## config.mk

```make
export PLATFORM = sky130hd
export DESIGN_NAME = mispredict_recovery_ctrl_flat
export DESIGN_NICKNAME = d
export VERILOG_FILES = /design/src/rtl/mispredict_recovery_ctrl_if.sv /design/src/rtl/mispredict_recovery_ctrl.sv /design/src/flat_wrapper.sv
export SDC_FILE = /design/constraint.sdc
export NUM_CORES = 1
export LEC_CHECK = 0
export BUFFER_PORTS_ARGS = -buffer_cell sky130_fd_sc_hd__buf_4
export CAP_MARGIN = 20
export CORE_AREA = 2 2 54 93
export DETAILED_ROUTE_END_ITERATION = 10
export DIE_AREA = 0 0 56 95
export PLACE_DENSITY = 0.84
export SETUP_SLACK_MARGIN = 0.1
export SYNTH_ARGS = -nofsm -noshare
export SYNTH_HDL_FRONTEND = slang
export SYNTH_SLANG_ARGS = --single-unit
```

## constraint.sdc

```tcl
create_clock -name clock -period 5.7 [get_ports clock]
set_input_delay 0 -clock clock [delete_from_list [all_inputs] [get_ports clock]]
set_output_delay 0 -clock clock [all_outputs]
set_load 0.03 [all_outputs]
```

## src/rtl/mispredict_recovery_ctrl_if.sv

```systemverilog
// Bundle between the retire/fetch/store-queue side and the mispredict
// recovery sequencer. master = environment, slave = the sequencer.
interface mispredict_recovery_ctrl_if #(
  parameter int XLEN      = 32,
  parameter int ARCH_REGS = 32,
  parameter int CNT_WIDTH = 16
);
  localparam int BASE_W = (ARCH_REGS > 1) ? $clog2(ARCH_REGS) : 1;

  logic                  mispredict;
  logic [XLEN-1:0]       mispredict_target_pc;
  logic                  sq_empty;
  logic                  fetch_ready;

  logic                  flush;
  logic                  restore_en;
  logic [BASE_W-1:0]     restore_base;
  logic                  redirect_valid;
  logic [XLEN-1:0]       redirect_pc;
  logic                  stall_dispatch;
  logic                  busy;
  logic [CNT_WIDTH-1:0]  recover_count;

  modport master (
    output mispredict, mispredict_target_pc, sq_empty, fetch_ready,
    input  flush, restore_en, restore_base, redirect_valid, redirect_pc,
           stall_dispatch, busy, recover_count
  );

  modport slave (
    input  mispredict, mispredict_target_pc, sq_empty, fetch_ready,
    output flush, restore_en, restore_base, redirect_valid, redirect_pc,
           stall_dispatch, busy, recover_count
  );
endinterface

```

## src/rtl/mispredict_recovery_ctrl.sv

```systemverilog
// Mispredict recovery sequencer: latch corrected PC, flush speculative
// state for one cycle, restore the speculative map table in chunks,
// wait for the store queue to drain, then redirect fetch via valid/ready.
// Every output is decoded from registered state only.
module mispredict_recovery_ctrl #(
  parameter int XLEN              = 32,
  parameter int ARCH_REGS         = 32,
  parameter int RESTORE_PER_CYCLE = 8,
  parameter int CNT_WIDTH         = 16
) (
  input  logic                        clock,
  input  logic                        reset,
  mispredict_recovery_ctrl_if.slave   bus
);
  localparam int K       = ARCH_REGS / RESTORE_PER_CYCLE;
  localparam int BASE_W  = (ARCH_REGS > 1) ? $clog2(ARCH_REGS) : 1;
  localparam int CHUNK_W = (K > 1) ? $clog2(K) : 1;
  localparam int SHIFT   = $clog2(RESTORE_PER_CYCLE);

  typedef enum logic [2:0] {
    S_IDLE,
    S_FLUSH,
    S_RESTORE,
    S_DRAIN,
    S_REDIRECT
  } state_t;

  state_t               r_state;
  state_t               w_next;
  logic [XLEN-1:0]      r_pc;
  logic [CHUNK_W-1:0]   r_chunk;
  logic [CNT_WIDTH-1:0] r_count;
  logic                 w_accept;
  logic                 w_last_chunk;

  assign w_accept     = (r_state == S_IDLE) && bus.mispredict;
  assign w_last_chunk = (r_chunk == CHUNK_W'(K - 1));

  // State register
  always_ff @(posedge clock) begin
    if (reset) r_state <= S_IDLE;
    else       r_state <= w_next;
  end

  // Next-state sequencing; inputs only matter in the state that owns them
  always_comb begin
    w_next = r_state;
    case (r_state)
      S_IDLE:     if (bus.mispredict)  w_next = S_FLUSH;
      S_FLUSH:                         w_next = S_RESTORE;
      S_RESTORE:  if (w_last_chunk)    w_next = S_DRAIN;
      S_DRAIN:    if (bus.sq_empty)    w_next = S_REDIRECT;
      S_REDIRECT: if (bus.fetch_ready) w_next = S_IDLE;
      default:                         w_next = S_IDLE;
    endcase
  end

  // Latched target PC, chunk counter and saturating recovery counter
  always_ff @(posedge clock) begin
    if (reset) begin
      r_pc    <= '0;
      r_chunk <= '0;
      r_count <= '0;
    end else begin
      if (w_accept) begin
        r_pc <= bus.mispredict_target_pc;
        if (r_count != '1) r_count <= r_count + 1'b1;
      end
      // Counter is held at zero outside RESTORE so each restore starts at chunk 0
      if (r_state == S_RESTORE) r_chunk <= w_last_chunk ? '0 : r_chunk + 1'b1;
      else                      r_chunk <= '0;
    end
  end

  // Output decode from registered state
  always_comb begin
    bus.flush          = 1'b0;
    bus.restore_en     = 1'b0;
    bus.restore_base   = '0;
    bus.redirect_valid = 1'b0;
    bus.redirect_pc    = r_pc;
    bus.busy           = (r_state != S_IDLE);
    bus.stall_dispatch = (r_state != S_IDLE);
    bus.recover_count  = r_count;
    case (r_state)
      S_FLUSH:    bus.flush = 1'b1;
      S_RESTORE: begin
        bus.restore_en   = 1'b1;
        bus.restore_base = BASE_W'(r_chunk) << SHIFT;
      end
      S_REDIRECT: bus.redirect_valid = 1'b1;
      default: ;
    endcase
  end
endmodule

```

## src/flat_wrapper.sv

```systemverilog
// flat-port wrapper written by rule: the top's interface ports become plain ports
module mispredict_recovery_ctrl_flat 
#(
  parameter int XLEN              = 32,
  parameter int ARCH_REGS         = 32,
  parameter int RESTORE_PER_CYCLE = 8,
  parameter int CNT_WIDTH         = 16
)
  (clock, reset, bus_mispredict, bus_mispredict_target_pc, bus_sq_empty, bus_fetch_ready, bus_flush, bus_restore_en, bus_restore_base, bus_redirect_valid, bus_redirect_pc, bus_stall_dispatch, bus_busy, bus_recover_count);
  mispredict_recovery_ctrl_if #(.XLEN(XLEN), .ARCH_REGS(ARCH_REGS), .CNT_WIDTH(CNT_WIDTH)) bus_i ();
  input  logic clock;
  input  logic reset;
  input wire logic [$bits(bus_i.mispredict)-1:0] bus_mispredict;
  input wire logic [$bits(bus_i.mispredict_target_pc)-1:0] bus_mispredict_target_pc;
  input wire logic [$bits(bus_i.sq_empty)-1:0] bus_sq_empty;
  input wire logic [$bits(bus_i.fetch_ready)-1:0] bus_fetch_ready;
  output wire logic [$bits(bus_i.flush)-1:0] bus_flush;
  output wire logic [$bits(bus_i.restore_en)-1:0] bus_restore_en;
  output wire logic [$bits(bus_i.restore_base)-1:0] bus_restore_base;
  output wire logic [$bits(bus_i.redirect_valid)-1:0] bus_redirect_valid;
  output wire logic [$bits(bus_i.redirect_pc)-1:0] bus_redirect_pc;
  output wire logic [$bits(bus_i.stall_dispatch)-1:0] bus_stall_dispatch;
  output wire logic [$bits(bus_i.busy)-1:0] bus_busy;
  output wire logic [$bits(bus_i.recover_count)-1:0] bus_recover_count;
  assign bus_i.mispredict = bus_mispredict;
  assign bus_i.mispredict_target_pc = bus_mispredict_target_pc;
  assign bus_i.sq_empty = bus_sq_empty;
  assign bus_i.fetch_ready = bus_fetch_ready;
  assign bus_flush = bus_i.flush;
  assign bus_restore_en = bus_i.restore_en;
  assign bus_restore_base = bus_i.restore_base;
  assign bus_redirect_valid = bus_i.redirect_valid;
  assign bus_redirect_pc = bus_i.redirect_pc;
  assign bus_stall_dispatch = bus_i.stall_dispatch;
  assign bus_busy = bus_i.busy;
  assign bus_recover_count = bus_i.recover_count;
  mispredict_recovery_ctrl #(.XLEN(XLEN), .ARCH_REGS(ARCH_REGS), .RESTORE_PER_CYCLE(RESTORE_PER_CYCLE), .CNT_WIDTH(CNT_WIDTH)) u_core (.clock(clock), .reset(reset), .bus(bus_i));
endmodule
```

# Yosys cells after proc, flatten, opt, wreduce, memory -nomap -nowiden
# Index checks and enable logic that the tools add are counted.
[totals] register_bits=53 out_inout_bits=58 wordCells=32
[classes] add_sub_neg=2 n_eq_ne=10 muxes=9 n_bitwise=1 reduce_logical=6
[op_table] operator="adder 16 x 1 -> 16 bit (second input constant)" count=1
[op_table] operator="!= test 16 bit (second input constant)" count=1
[op_table] operator="case mux 3 bit (5 select lines)" count=1
[op_table] operator="two-way mux 3 bit" count=4
[op_table] operator="equality test 3 x 2 -> 1 bit (second input constant)" count=2
[op_table] operator="!= test 2 bit (second input constant)" count=3
[op_table] operator="two-way mux 5 bit" count=1
[op_table] operator="AND reduction 4 bit" count=1
[op_table] operator="equality test 3 x 1 -> 1 bit (second input constant)" count=1
[op_table] operator="equality test 3 bit (second input constant)" count=1
[op_table] operator="logical NOT 3 bit" count=1
[op_table] operator="two-way mux 1 bit" count=3
[op_table] operator="nonzero test 3 bit" count=1
[op_table] operator="OR reduction 3 bit" count=1
[op_table] operator="adder 2 x 1 -> 2 bit (second input constant)" count=1
[op_table] operator="equality test 2 bit (second input constant)" count=1
[op_table] operator="!= test 2 x 1 -> 1 bit (second input constant)" count=1
[op_table] operator="AND reduction 2 bit" count=1
[op_table] operator="logical AND 1 bit" count=1
[op_table] operator="NOT 1 bit" count=1

# Depth between registers and ports, before layout
[logic_depth] ltp_word=3 mapped_depth=6 depth_no_buf=5

# Worst setup path before layout
# Ideal clock, no wire load.
[synth_timing] path_kind="register to register" startpoint="reg u_core.r_state[2]" endpoint="reg u_core.r_count[15], in the netlist u_core.bus.recover_count[15]" setup_ps=121 arrival_time_ps=2093 required_ps=5579 path_slack_ps=3486 stages_incl_launch_ff=6 path_buffers=1 path_cell_list="dfxtp_1 buf_6 or4b_4 or4_4 nor4_1 mux2_2"
[synth_between] elab_chain_cells=3
[synth_rtl] item="start: declaration" line="mispredict_recovery_ctrl.sv:28" text="state_t r_state;"
[synth_rtl] item="start signal: assignment" line="mispredict_recovery_ctrl.sv:42" text="else r_state <= w_next;"
[synth_rtl] item="logical NOT 3 bit" line="mispredict_recovery_ctrl.sv:36" text="assign w_accept = (r_state == S_IDLE) && bus.mispredict;"
[synth_rtl] item="logical AND 1 bit" line="mispredict_recovery_ctrl.sv:36"
[synth_rtl] item="AND reduction 2 bit (no line)"
[synth_rtl] item="end signal: assignment" line="mispredict_recovery_ctrl.sv:67" text="if (r_count != '1) r_count <= r_count + 1'b1;"
[synth_rtl] item="end: declaration" line="mispredict_recovery_ctrl.sv:32" text="logic [CNT_WIDTH-1:0] r_count;"
# Every way passes these cells.
# A chain may end at the register's enable or synchronous reset.

# Worst setup path after layout
# Same ends and word-level chain as after synthesis.

==> flow_summary.toml <==
[status]
outcome = "complete, no violations"

[worst_setup_path]
slowest_cell_on_crit_path = "sky130_fd_sc_hd__or4b_4"
critical_path_class = "flip-flop to flip-flop"
crit_path_max_incr_delay_ns = 0.79
r2r_cells = 4
start_kind = "flip-flop"
worst_ep_arrival_time_ns = 2.81
worstPathMaxFanout = 39
critPathRequiredTime_ns = 5.90
cp_cell_sequence = "or4b_4 > or4_4 > nor4_1 > mux2_2"
endpoint_kind = "flip-flop"

[grt]
first_global_vias = 2218
grt_start_max_net_pins = 56
grt_remaining_overflow = 0
global_route.usage.total_pct = 22.7
antenna_found_initial = 0
grt_first_pass_wirelength_um = 9600

[clocking]
cts_setup_buffers = 0
worst_setup_hold_path_clk_slew_ns = 0.10
cts_tree = "yes"
tritoncts.num_buffers = 5
clock_latency_ns = 0.31
tritoncts_num_sinks = 53
cts-htree-levels = 2
cts-root-to-sink-buffers = 2
clockRootBuffer = "sky130_fd_sc_hd__clkbuf_8"

[timing]
setup_repair_after_global_routing_missed_its_margin = "false"
totalNegativeSetupSlack_ns = 0
worst-slew-pin-transition_ns = 0.631
slew_headroom_pct = 57.3
hold_violations = 0
postLayoutSetupSlackWorst_ns = 3.09
min_period_ns = 2.61
setup-violations-final = 0
final.period_utilization_pct = 45.8
fin_skew_ns = 0.00540
clock.fmax_mhz = 383
timing.final.max_slew_violations = 0

[yosys]
count_of_yosys_warnings_during_synthesis = 0
synth.ff_latch_count = 53
postSynthAreaPerCell_sq_um = 8.09
synth_cells = 271
mappedNetlistArea_sq_um = 2190
post_synth_num_cell_types = 37
synth.yosys.seq_area_share_pct = 48.4

[power_and_ir_drop]
ir_drop_mv = 0.192
clkPwrFrac_pct = 31.0
leakage_power_figure_nw = 1.42
power_per_cell_area_nw_per_um2 = 249
post-layout-total-power_uw = 829
pwr-share-seq_pct = 48.6
internal_power_uw = 594
comb_power_share_pct = 20.4
switching_share_pct = 28.4
power_switching_uw = 236

[placement]
dp_hpwl_um = 3830
placed_cells = 396
buffers_added_on_ports = 91
routabilityCongestion = 0.751
post-place-ws_ns = 3.11

[floorplan]
die_height_um = 95
std_cell_rows = 33
start_util_pct = 47.4
top_level_ports = 95
die_width_um = 56
design.core.area_sq_um = 4620
dieArea_sq_um = 5320

[layout]
num-fill-cells = 356
area_growth_pct = 51.8
final_layout_size_suffix_gt1_share_pct = 27.6
nNetsFinal = 425
final_cell_count_no_fill = 439
insertedDiodeCount = 0

[drt]
ant_nets = 0
via_density_per_instance = 5.33
route.vias.total = 2342
drt_iter0_markers = 55
route.final.wire_length_um = 6190
drt_drc_violations_left = 0
dr.pass1.iters = 4
wire_per_inst_um = 14.1

[hold_path]
hold-path-cell-count = 4
hold_class = "primary input to flip-flop"

[run]
timing.max_cap.violations = 0
[final timing paths]
kind | from | to | slack [ns]
max | u_core.r_state[2] | u_core.bus.recover_count[15] | 3.09
min | bus_mispredict | u_core.r_state[0] | 0.15
max reg2reg | u_core.r_state[2] | u_core.bus.recover_count[15] | 3.09
min reg2reg | u_core.bus.redirect_pc[25] | u_core.bus.redirect_pc[25] | 0.46
[power by group through the flow]
| stage | combinational, mW | sequential (mW) | clock [mW] |
|---|---|---|---|
| after floorplan | 0.0606 | 0.440 | 0 |
| after global placement | 0.147 | 0.410 | 0 |
| after detailed placement | 0.149 | 0.411 | 0 |
| after CTS | 0.168 | 0.402 | 0.262 |
| after global routing | 0.181 | 0.405 | 0.275 |
| final | 0.169 | 0.403 | 0.257 |
[flip-flops by register name (all words and copies together) (netlist names)]
register,count
u_core.r_state,3
u_core.bus.redirect_pc,32
u_core.r_chunk,2
u_core.bus.recover_count,16
[final cells by class]
class                      count  area [sq um]  area share [%]
tap                           52          65.1            1.95
sequential                    53          1060            31.9
clock buffer                   5          68.8            2.07
clock inverter                 3          46.3            1.39
timing repair buffer         128          1050            31.5
inverter                       2          7.51           0.226
multi-input combinational    196          1030            31.0
[cell families (layout without fill, tap and decap cells)]
family | Yosys count | in the layout | share of synthesized area, %
compound gates | 58 | 58 | 14.0
xor+xnor | 1 | 1 | 0.400
fa+ha+maj | 2 | 2 | 1.14
buf+inv | 24 | 138 | 5.31
flops | 53 | 53 | 48.4
mux | 4 | 4 | 1.94
other cells | 1 | 3 | 0.171
simple gates | 128 | 128 | 28.6
[worst max-delay path: cells and delay by family (launching register included)]
kind             cells  cell delay [ns]
and+or+nand+nor      3             1.72
DFF                  1             0.41
muxes                1             0.37
[Yosys cell counts]
cell                       number  area (sq um)
sky130_fd_sc_hd__nor4b_1        1          8.76
sky130_fd_sc_hd__mux2i_1        2          20.0
sky130_fd_sc_hd__nor2b_1        2          12.5
sky130_fd_sc_hd__o22a_1         1          8.76
sky130_fd_sc_hd__nand4_1        5          31.3
sky130_fd_sc_hd__ha_1           2          25.0
sky130_fd_sc_hd__buf_6          1          11.3
sky130_fd_sc_hd__or2_2          1          6.26
sky130_fd_sc_hd__xor2_1         1          8.76
sky130_fd_sc_hd__and4_1         1          8.76
sky130_fd_sc_hd__a21oi_1       44           220
sky130_fd_sc_hd__o311ai_1       1          8.76
sky130_fd_sc_hd__or2_0          1          6.26
sky130_fd_sc_hd__o21ai_0        8          40.0
sky130_fd_sc_hd__clkbuf_1      16          60.1
sky130_fd_sc_hd__and2_1         1          6.26
sky130_fd_sc_hd__nor2_1         8          30.0
sky130_fd_sc_hd__dfxtp_1       53          1060
sky130_fd_sc_hd__or4_4          1          11.3
sky130_fd_sc_hd__o31ai_1        4          30.0
sky130_fd_sc_hd__mux2_2         2          22.5
sky130_fd_sc_hd__nand3_1        4          20.0
sky130_fd_sc_hd__nand2b_1       2          12.5
sky130_fd_sc_hd__conb_1         1          3.75
sky130_fd_sc_hd__nor4_1         6          37.5
sky130_fd_sc_hd__buf_4          5          37.5
sky130_fd_sc_hd__or4_1          4          30.0
sky130_fd_sc_hd__inv_1          2          7.51
sky130_fd_sc_hd__nor4b_2        1          15.0
sky130_fd_sc_hd__or4b_4         1          13.8
sky130_fd_sc_hd__nor3_1         4          20.0
sky130_fd_sc_hd__nand4b_1       1          8.76
sky130_fd_sc_hd__nand3b_1       1          7.51
sky130_fd_sc_hd__or3_1          6          37.5
sky130_fd_sc_hd__and3_1         4          25.0
sky130_fd_sc_hd__nor3b_1        1          7.51
sky130_fd_sc_hd__nand2_1       72           270
[placed cells by master (no fill, tap or decap), types with 2 or more instances in the layout]
cell type and n:
sky130_fd_sc_hd__or3_1 6, sky130_fd_sc_hd__o31ai_1 4, sky130_fd_sc_hd__mux2i_1 2, sky130_fd_sc_hd__conb_1 3, sky130_fd_sc_hd__nor4_1 6, sky130_fd_sc_hd__clkbuf_8 5, sky130_fd_sc_hd__dfxtp_1 53, sky130_fd_sc_hd__inv_1 2
sky130_fd_sc_hd__o21ai_0 8, sky130_fd_sc_hd__or4_1 4, sky130_fd_sc_hd__nand2_1 72, sky130_fd_sc_hd__a21oi_1 44, sky130_fd_sc_hd__nand4_1 5, sky130_fd_sc_hd__nand2b_1 2, sky130_fd_sc_hd__and3_1 4, sky130_fd_sc_hd__ha_1 2
sky130_fd_sc_hd__nor3_1 4, sky130_fd_sc_hd__nand3_1 4, sky130_fd_sc_hd__buf_4 93, sky130_fd_sc_hd__mux2_2 2, sky130_fd_sc_hd__dlygate4sd3_1 35, sky130_fd_sc_hd__nor2_1 8, sky130_fd_sc_hd__nor2b_1 2
[timing repair]
action / CTS / global route
hold buffers: 35 / 0
hold endpoints to repair: 34 / 0
gates resized for setup: 0 / 0
[per-layer routing]
layer / wire (um) / GRT usage (%) / vias to the layer above / part of all wire, %
met2: 3500 / 44.1 / 77 / 57
met1: 2190 / 21.9 / 1090 / 35
met3: 270 / 4.11 / 20 / 4.4
met5: 0 / 0 / - / 0
met4: 221 / 12.9 / 0 / 3.6
li1: - / - / 1155 / -
[stage by stage]
| step | hold WS (ns) | cell area [sq um] | util [%] |
|---|---|---|---|
| 5_1_grt | 0.169 | 3330 | 72.0 |
| 4_1_cts | 0.141 | 3330 | 72.0 |
| 3_3_place_gp | 0.248 | 2860 | 61.9 |
| 2_1_floorplan | 0.136 | 2200 | - |
| 6_report | 0.149 | 3330 | 72.0 |
| 3_5_place_dp | 0.254 | 2860 | 61.9 |
Power figures use the tool's default switching activity.
